--- src/rtl/bus_op_sequencer.sv ---
// Micro-op sequencer for the register/DR bus switch and data-memory handshake.
// Accepts one op per valid/ready handshake and plays out its registered control sequence.
module bus_op_sequencer #(
    parameter int TIMEOUT_W = 8,
    parameter int TIMEOUT   = 200
) (
    input  logic       clk,
    input  logic       rst_n,
    input  logic       op_valid,
    output logic       op_ready,
    input  logic [2:0] op_code,
    input  logic [2:0] op_src,
    input  logic [2:0] op_dst,
    output logic       read,
    output logic       DR_out,
    output logic [2:0] reg_addr,
    output logic       y_we,
    output logic       dr_ld,
    output logic       mem_req,
    output logic       mem_we,
    input  logic       mem_ack,
    output logic       done,
    output logic       err
);

    // state | meaning
    // IDLE  | waiting for an op, op_ready=1
    // RD    | R[src] onto bus, DR loads it
    // WR    | bus (DR) written into R[dst]
    // MEMW  | DR onto bus, memory write request until ack
    // MEMR  | memory read request until ack
    // MEMLD | DR loads memory read data
    // FIN   | done pulse, err on illegal op or timeout
    typedef enum logic [2:0] {
        S_IDLE, S_RD, S_WR, S_MEMW, S_MEMR, S_MEMLD, S_FIN
    } state_t;

    localparam logic [2:0] OP_RD2DR  = 3'b000;
    localparam logic [2:0] OP_DR2RD  = 3'b001;
    localparam logic [2:0] OP_DR2MEM = 3'b010;
    localparam logic [2:0] OP_MEM2DR = 3'b011;
    localparam logic [2:0] OP_MOV    = 3'b100;

    localparam logic [TIMEOUT_W-1:0] CNT_LAST = TIMEOUT_W'(TIMEOUT - 1);

    state_t               state, state_nxt;
    logic [2:0]           code_q, src_q, dst_q;
    logic [2:0]           src_sel, dst_sel;
    logic [TIMEOUT_W-1:0] wait_cnt, cnt_nxt;
    logic                 err_nxt;

    assign op_ready = (state == S_IDLE);
    // On the accept edge the op fields are still on the inputs, not yet latched.
    assign src_sel  = (state == S_IDLE) ? op_src : src_q;
    assign dst_sel  = (state == S_IDLE) ? op_dst : dst_q;

    always_comb begin
        state_nxt = state;
        cnt_nxt   = wait_cnt;
        err_nxt   = 1'b0;
        case (state)
            S_IDLE: begin
                if (op_valid) begin
                    cnt_nxt = '0;
                    case (op_code)
                        OP_RD2DR, OP_MOV: state_nxt = S_RD;
                        OP_DR2RD:         state_nxt = S_WR;
                        OP_DR2MEM:        state_nxt = S_MEMW;
                        OP_MEM2DR:        state_nxt = S_MEMR;
                        default: begin
                            state_nxt = S_FIN;
                            err_nxt   = 1'b1;
                        end
                    endcase
                end
            end
            S_RD:    state_nxt = (code_q == OP_MOV) ? S_WR : S_FIN;
            S_WR:    state_nxt = S_FIN;
            S_MEMW, S_MEMR: begin
                // An ack on the timeout edge still counts as a normal completion.
                if (mem_ack) begin
                    state_nxt = (state == S_MEMW) ? S_FIN : S_MEMLD;
                end else if (wait_cnt == CNT_LAST) begin
                    state_nxt = S_FIN;
                    err_nxt   = 1'b1;
                end else begin
                    cnt_nxt = wait_cnt + 1'b1;
                end
            end
            S_MEMLD: state_nxt = S_FIN;
            S_FIN:   state_nxt = S_IDLE;
            default: state_nxt = S_IDLE;
        endcase
    end

    always_ff @(posedge clk) begin
        if (!rst_n) begin
            state    <= S_IDLE;
            code_q   <= '0;
            src_q    <= '0;
            dst_q    <= '0;
            wait_cnt <= '0;
            read     <= 1'b0;
            DR_out   <= 1'b0;
            reg_addr <= '0;
            y_we     <= 1'b0;
            dr_ld    <= 1'b0;
            mem_req  <= 1'b0;
            mem_we   <= 1'b0;
            done     <= 1'b0;
            err      <= 1'b0;
        end else begin
            state    <= state_nxt;
            wait_cnt <= cnt_nxt;
            if (state == S_IDLE && op_valid) begin
                code_q <= op_code;
                src_q  <= op_src;
                dst_q  <= op_dst;
            end
            read     <= (state_nxt == S_RD);
            DR_out   <= (state_nxt == S_MEMW);
            reg_addr <= (state_nxt == S_RD) ? src_sel :
                        (state_nxt == S_WR) ? dst_sel : 3'd0;
            y_we     <= (state_nxt == S_WR);
            dr_ld    <= (state_nxt == S_RD) || (state_nxt == S_MEMLD);
            mem_req  <= (state_nxt == S_MEMW) || (state_nxt == S_MEMR);
            mem_we   <= (state_nxt == S_MEMW);
            done     <= (state_nxt == S_FIN);
            err      <= err_nxt;
        end
    end

endmodule

--- config.mk ---
export PLATFORM = sky130hd
export DESIGN_NAME = bus_op_sequencer
export DESIGN_NICKNAME = d
export VERILOG_FILES = /design/src/rtl/bus_op_sequencer.sv
export SDC_FILE = /design/constraint.sdc
export NUM_CORES = 1
export LEC_CHECK = 0
export BUFFER_PORTS_ARGS = -buffer_cell sky130_fd_sc_hd__buf_2
export CAP_MARGIN = 10
export CORE_MARGIN = 5
export CORE_UTILIZATION = 58
export DETAILED_ROUTE_END_ITERATION = 8
export GPL_ROUTABILITY_DRIVEN = 1
export PLACE_DENSITY = 0.82
export SYNTH_ARGS = -nofsm -noshare
export SYNTH_HDL_FRONTEND = slang
export SYNTH_SLANG_ARGS = --single-unit
--- constraint.sdc ---
create_clock -name clk -period 3.8 [get_ports clk]
set_clock_uncertainty 0.05 [all_clocks]
set_input_delay 0.19 -clock clk [delete_from_list [all_inputs] [get_ports clk]]
set_output_delay 0.19 -clock clk [all_outputs]
set_load 0.01 [all_outputs]
== After elaboration in Yosys (flattened, before gate mapping) ==
Index checks and enable logic that the tools add are counted.
Cells by class
  shift operators: 0
  bitwise operators: 0
  $add $sub $neg: 1
  equality and inequality tests: 20
  magnitude comparators: 0
  reductions and logical operators: 11
  divide/modulo/power cells: 0
  multipliers: 0
  mux-type cells: 20
Operators by type and width (number)
  two-way mux 3 bit: 8
  two-way mux 8 bit: 3
  case mux 3 bit (4 select lines): 2
  == test 3 bit (second input constant): 7
  == test 3 x 2 -> 1 bit (second input constant): 6
  case mux 8 bit (2 select lines): 1
  == test 3 x 1 -> 1 bit (second input constant): 3
  adder 8 x 1 -> 8 bit (second input constant): 1
  == test 8 bit (second input constant): 1
  zero test 3 bit: 2
  != test 2 bit (second input constant): 3
  OR reduction 2 bit: 3
  OR reduction 5 bit: 1
  two-way mux 1 bit: 4
  AND reduction 4 bit: 1
  logical OR 1 bit: 2
  two-way mux 2 bit: 1
  case mux 1 bit (2 select lines): 1
  nonzero test 2 bit: 1
  logical AND 1 bit: 1
Word-level totals
  output and inout bits: 12
  bits in latches: 0
  input bits: 13
  word-level logic and storage cells: 65
  memories: 0
  register bits: 30
  RAM bits: 0
  memory bits (read-only): 0

== Depth between registers and ports, before layout ==
  depth in word-level cells: 8
  gate-level depth with buffers: 7
  gate-level depth less buffers: 6

== Worst setup path before layout ==
No wires, ideal clock.
  path kind: flip-flop to flip-flop
  from: register state[2]
  to: register wait_cnt[7]
  cell stages (with the launch flop): 7
  path buffers: 1
  clock period less this slack: 2.074 ns
  data required time: 3.679 ns
  slack: 1.726 ns
  library setup time: 0.071 ns
  arrival: 1.953 ns
  cell sequence: dfxtp_1 -> buf_6 -> or3b_4 -> a221oi_4 -> o2111ai_2 -> or4_1 -> a21oi_1
Between the ends
  longest elaborated chain between the ends: 4
  elaborated cells between the ends (all ways): 10
  classes of those cells: eq/ne: 5; mux: 1; reduce/logical: 4
Ends and longest elaborated chain
  start, declared: RTL line 46  | state_t state, state_nxt;
  start signal, assigned: RTL line 113  | state <= state_nxt;
  == test 3 x 2 -> 1 bit or == test 3 bit (tied branches): RTL line 61  | case (state)
  OR reduction 2 bit: RTL line 61
  != test 2 bit (no line) or nonzero test 2 bit (tied branches)
  AND reduction 4 bit (no line)
  end signal, assigned: RTL line 114  | wait_cnt <= cnt_nxt;
  end, declared: RTL line 49  | logic [TIMEOUT_W-1:0] wait_cnt, cnt_nxt;
Several ways; a longest one is shown, not always the timed one.
A chain may end at the register's enable or synchronous reset.

== Final worst setup path ==
  from: register state[1]
  to: register mem_req
Between the ends
  longest elaborated chain between the ends: 6
  elaborated cells between the ends (all ways): 16
  classes of those cells: eq/ne: 7; mux: 5; reduce/logical: 4
Ends and longest elaborated chain
  == test 3 x 2 -> 1 bit: RTL line 61, 82
  two-way mux 2 bit: RTL line 82  | state_nxt = (state == S_MEMW) ? S_FIN : S_MEMLD;
  two-way mux 3 bit: RTL line 81  | if (mem_ack) begin
  case mux 3 bit (4 select lines) (*): RTL line 61
  == test 3 x 2 -> 1 bit or == test 3 bit (tied branches): RTL line 126  | mem_req <= (state_nxt == S_MEMW) || (state_nxt == S_MEMR);
  logical OR 1 bit (*): RTL line 126
  end signal, assigned: RTL line 126
  end, declared: RTL line 19  | output logic mem_req,
Mark *: on every way between the ends. The rest lies on a longest branch, timed or not.

==> summary.md <==
| Metric | Value |
|---|---|
| Status | finished clean |
| Global placer's final weighted congestion | roughly 0.87 |
| Top delay family on crit path | simple AND/OR/NAND/NOR gates |
| Filler Cell Count | 226 |
| Reg2Reg Setup Slack | roughly 1.3 ns |
| Total GRT Usage | a little under a fifth |
| Synth Area in Compound Gates | around a fifth |
| Max stage delay on crit path | 0.77 ns |
| Crit path buffers/inverters | 0 |
| CTS tree | done |
| Vias per cell | about 5.7 |
| Core area | about 2400 um^2 |
| Fin cells | around 210 |
| Antenna-violating nets left | 0 |
| IO Pins | 25 |
| Total Wirelength | around 2900 um |
| Max-cap violations | 0 |
| Std-Cell Rows | 18 |
| Initial antenna violation count | 0 |
| Hold Path Origin | op_src[1] |
| Reg area | between 600 and 700 um^2 |
| Die ar. | around 3600 um^2 |
| Synth warn | 0 |
| Clock transition at path regs | about 0.10 ns |
| Post-CTS setup buffer count | 0 |
| Hold Path Class | input port to register |
| GR Overflow Total | 0 |
| Syn Inst Count | 160 |
| Vias in the first global route | ~1100 |
| Met2 Routed Length | between 1000 and 1500 um |
| Period utilization | approximately 65% |
| CP required | between 4 and 5 ns |
| CP Max Fanout | 13 |
| Largest net degree at the start of global routing | 20 |
| Hold Crit Depth | 3 |
| Wl on met1 | ~1300 um |
| Layout cell share with drive strength beyond 1 | roughly 22% |
| Setup TNS | 0 ns |
| Max VDD drop | 438 uV |
| Final WS setup | approximately 1.3 ns |
| Met3 wire length | between 150 and 200 um |
| CP Cell Sequence | or4b_1, o32a_1, o21ai_1, and3_1, a31o_1 |
| Slew headroom | ~44% |
| Top cells by area, synth | dfxtp_1 (42%), nand2_1 (6.7%), a21boi_0 (5.2%) |
| R2R Path End | mem_req$_SDFF_PN0_ |
| FF+latch count, synth | 30 |
| Final Cell Area | around 1600 um^2 |
| Synth Area in Adders | less than 1% |
| Area delta synth->final | 11.1% |
| Number of synthesized flops with an enable pin | 0 |
| Largest family of logic cells by synthesized area | simple AND/OR/NAND/NOR gates |
| H-Tree Depth | 2 |
| Cell type with the largest total area after synthesis | dfxtp_1 |
| Worst reg-to-reg path cell count | 5 |
| Iteration count of the initial detailed-routing pass | 4 |
| Startpoint types | register |
| # DRC | 0 |
| Power per cell area | ~560 nW/um^2 |
| Clock buffer depth | 2 |
| Post-synthesis simple-gate area fraction | between 20% and 30% |
| Hold buffers post-CTS | 0 |
| Arrival time at the worst endpoint | 2.72 ns |
| Place WS | about 1.4 ns |
| Crit path max-delay cell type | or4b_1 |
| Mapped Area | ~1400 um^2 |
| Top_reg_cell synth | dfxtp_1 |
| Setup violations, final | 0 |
| FF-to-FF Start | state[1]$_SDFF_PN0_ |
| Minimum clock period | around 2.5 ns |
| CP endpoint kind | register |
| Yosys top cell area share | approximately 42% |
| Cts repair resizes | 0 |
| First-pass GRT wire length | 4870 um |
| Avg Cell Area, Syn | around 9.0 um^2 |
| Die height | ~60 um |
| Wire length per cell | approximately 13 um |
| Placed instance count | around 200 |
| Root buf cell | clkbuf_4 |
| Netlist cell types | between 40 and 50 |
| IO Port Bufs | 24 |
| Dpl hpwl | 2110 um |
| Total power | 0.900 mW |
| Number of diodes | 0 |
| Sequential-to-total area share from yosys stat | roughly 42% |
| RSZ-0062 raised after global routing | no |
| Clk sink count | 30 |
| Post-synthesis mux area share | 4.41% |
| Initial DRC Count | 29 |
| Die Width | around 60 um |
| Final hold vios | 0 |
| Inserted Clock Buffers | 5 |
| Asr flop ratio synth | 0% |
| Synth top cells by count | dfxtp_1 (30), nand2_1 (26), a21boi_0 (10), nor2_1 (10), a21oi_1 (7) |
| Setup Crit Path Kind | register to register |
| Hold path endpoint | src_q[1]$_SDFFE_PN0P_ |
| DR top layer | met4 |
| Routed vias | between 1000 and 1500 |
| Worst Max-Slew Pin Slew | approximately 0.84 ns |
| Mapped Nets | between 150 and 200 |
| Layout net count | about 200 |
| Fin util | between 60% and 70% |
| Most common cell in the netlist | dfxtp_1 |
| Peak Freq | slightly above 400 MHz |
| Post-synthesis xor/xnor area fraction | between 1.5 and 2% |
| Multi-input logic area | a little under 800 um^2 |
| Starting density of the core | roughly 60% |
| Placed Area | ~1500 um^2 |
| Final Slew Violations | 0 |
| Worst-Skew Late Latency | 0.33 ns |
| WHS | between 0.05 and 0.06 ns |
| Leakage | between 0.6 and 0.7 nW |
-- cell families (layout without fill, tap and decap cells) --
group                      after synthesis  in the layout
AOI/OAI and AO/OA                       38             38
xor gates and xnor gates                 3              3
adders and majority gates                1              1
buffers and inverters                   13             35
DFF                                     30             30
muxes                                    6              6
and+or+nand+nor                         69             69
-- layout make-up --
type	instances	share of cell area [%]
flip-flops and latches	30	37.4
well taps	30	2.34
multi-input cells	117	48.1
repair buffers	24	7.48
clock inverters	2	0.779
clock buffers	6	3.19
inverters	3	0.701
-- metal layers --
layer | vias up | track usage [%]
met3 | 7 | 6.48
met2 | 36 | 27.3
met4 | 0 | 6.65
li1 | 615 | -
met1 | 551 | 24.0
met5 | - | 0
-- cells in the final DEF, fill, tap and decap left out, types with 2 or more instances in the layout --
master    instances
a21boi_0         10
buf_2            24
nor3b_1           2
nand3_1           5
dfxtp_1          30
and2_1            3
o21ai_1           4
nor2b_1           4
clkbuf_4          5
or4_1             2
or3_1             5
xor2_1            3
mux2i_1           3
nand4_1           2
a21o_1            2
nor2_1           10
mux2_2            3
o21ai_0           2
nand2_1          26
a21oi_1           7
inv_1             3
-- worst reg2reg max path: stages, from the launching register on --
cell and delay (ns):
dfxtp_1 0.43, or4b_1 0.77, o32a_1 0.42, o21ai_1 0.38, and3_1 0.29, a31o_1 0.10
-- report_power, final --
part	leakage [nW]	total (mW)	switching, mW	internal, mW
registers	0.244	0.398	0.0382	0.359
logic	0.367	0.299	0.171	0.128
clock network	0.0343	0.203	0.114	0.0888
-- registers in the layout, summed over array words and instances, names as in the netlist, 3 cells and up --
signal,cells
reg_addr,3
state,3
wait_cnt,8
dst_q,3
src_q,3
code_q,3
-- how the worst max path moves through the flow --
stage	cells after the start	startpoint	endpoint
5_1_grt	5	state[1]$_SDFF_PN0_	mem_req$_SDFF_PN0_
2_1_floorplan	6	state[2]$_SDFF_PN0_	wait_cnt[7]$_SDFFE_PN0P_
6_report	5	state[1]$_SDFF_PN0_	mem_req$_SDFF_PN0_
3_3_place_gp	5	state[0]$_SDFF_PN0_	mem_req$_SDFF_PN0_
3_5_place_dp	5	state[0]$_SDFF_PN0_	mem_req$_SDFF_PN0_
4_1_cts	5	state[1]$_SDFF_PN0_	mem_req$_SDFF_PN0_
(Power assumes the default switching activity.)
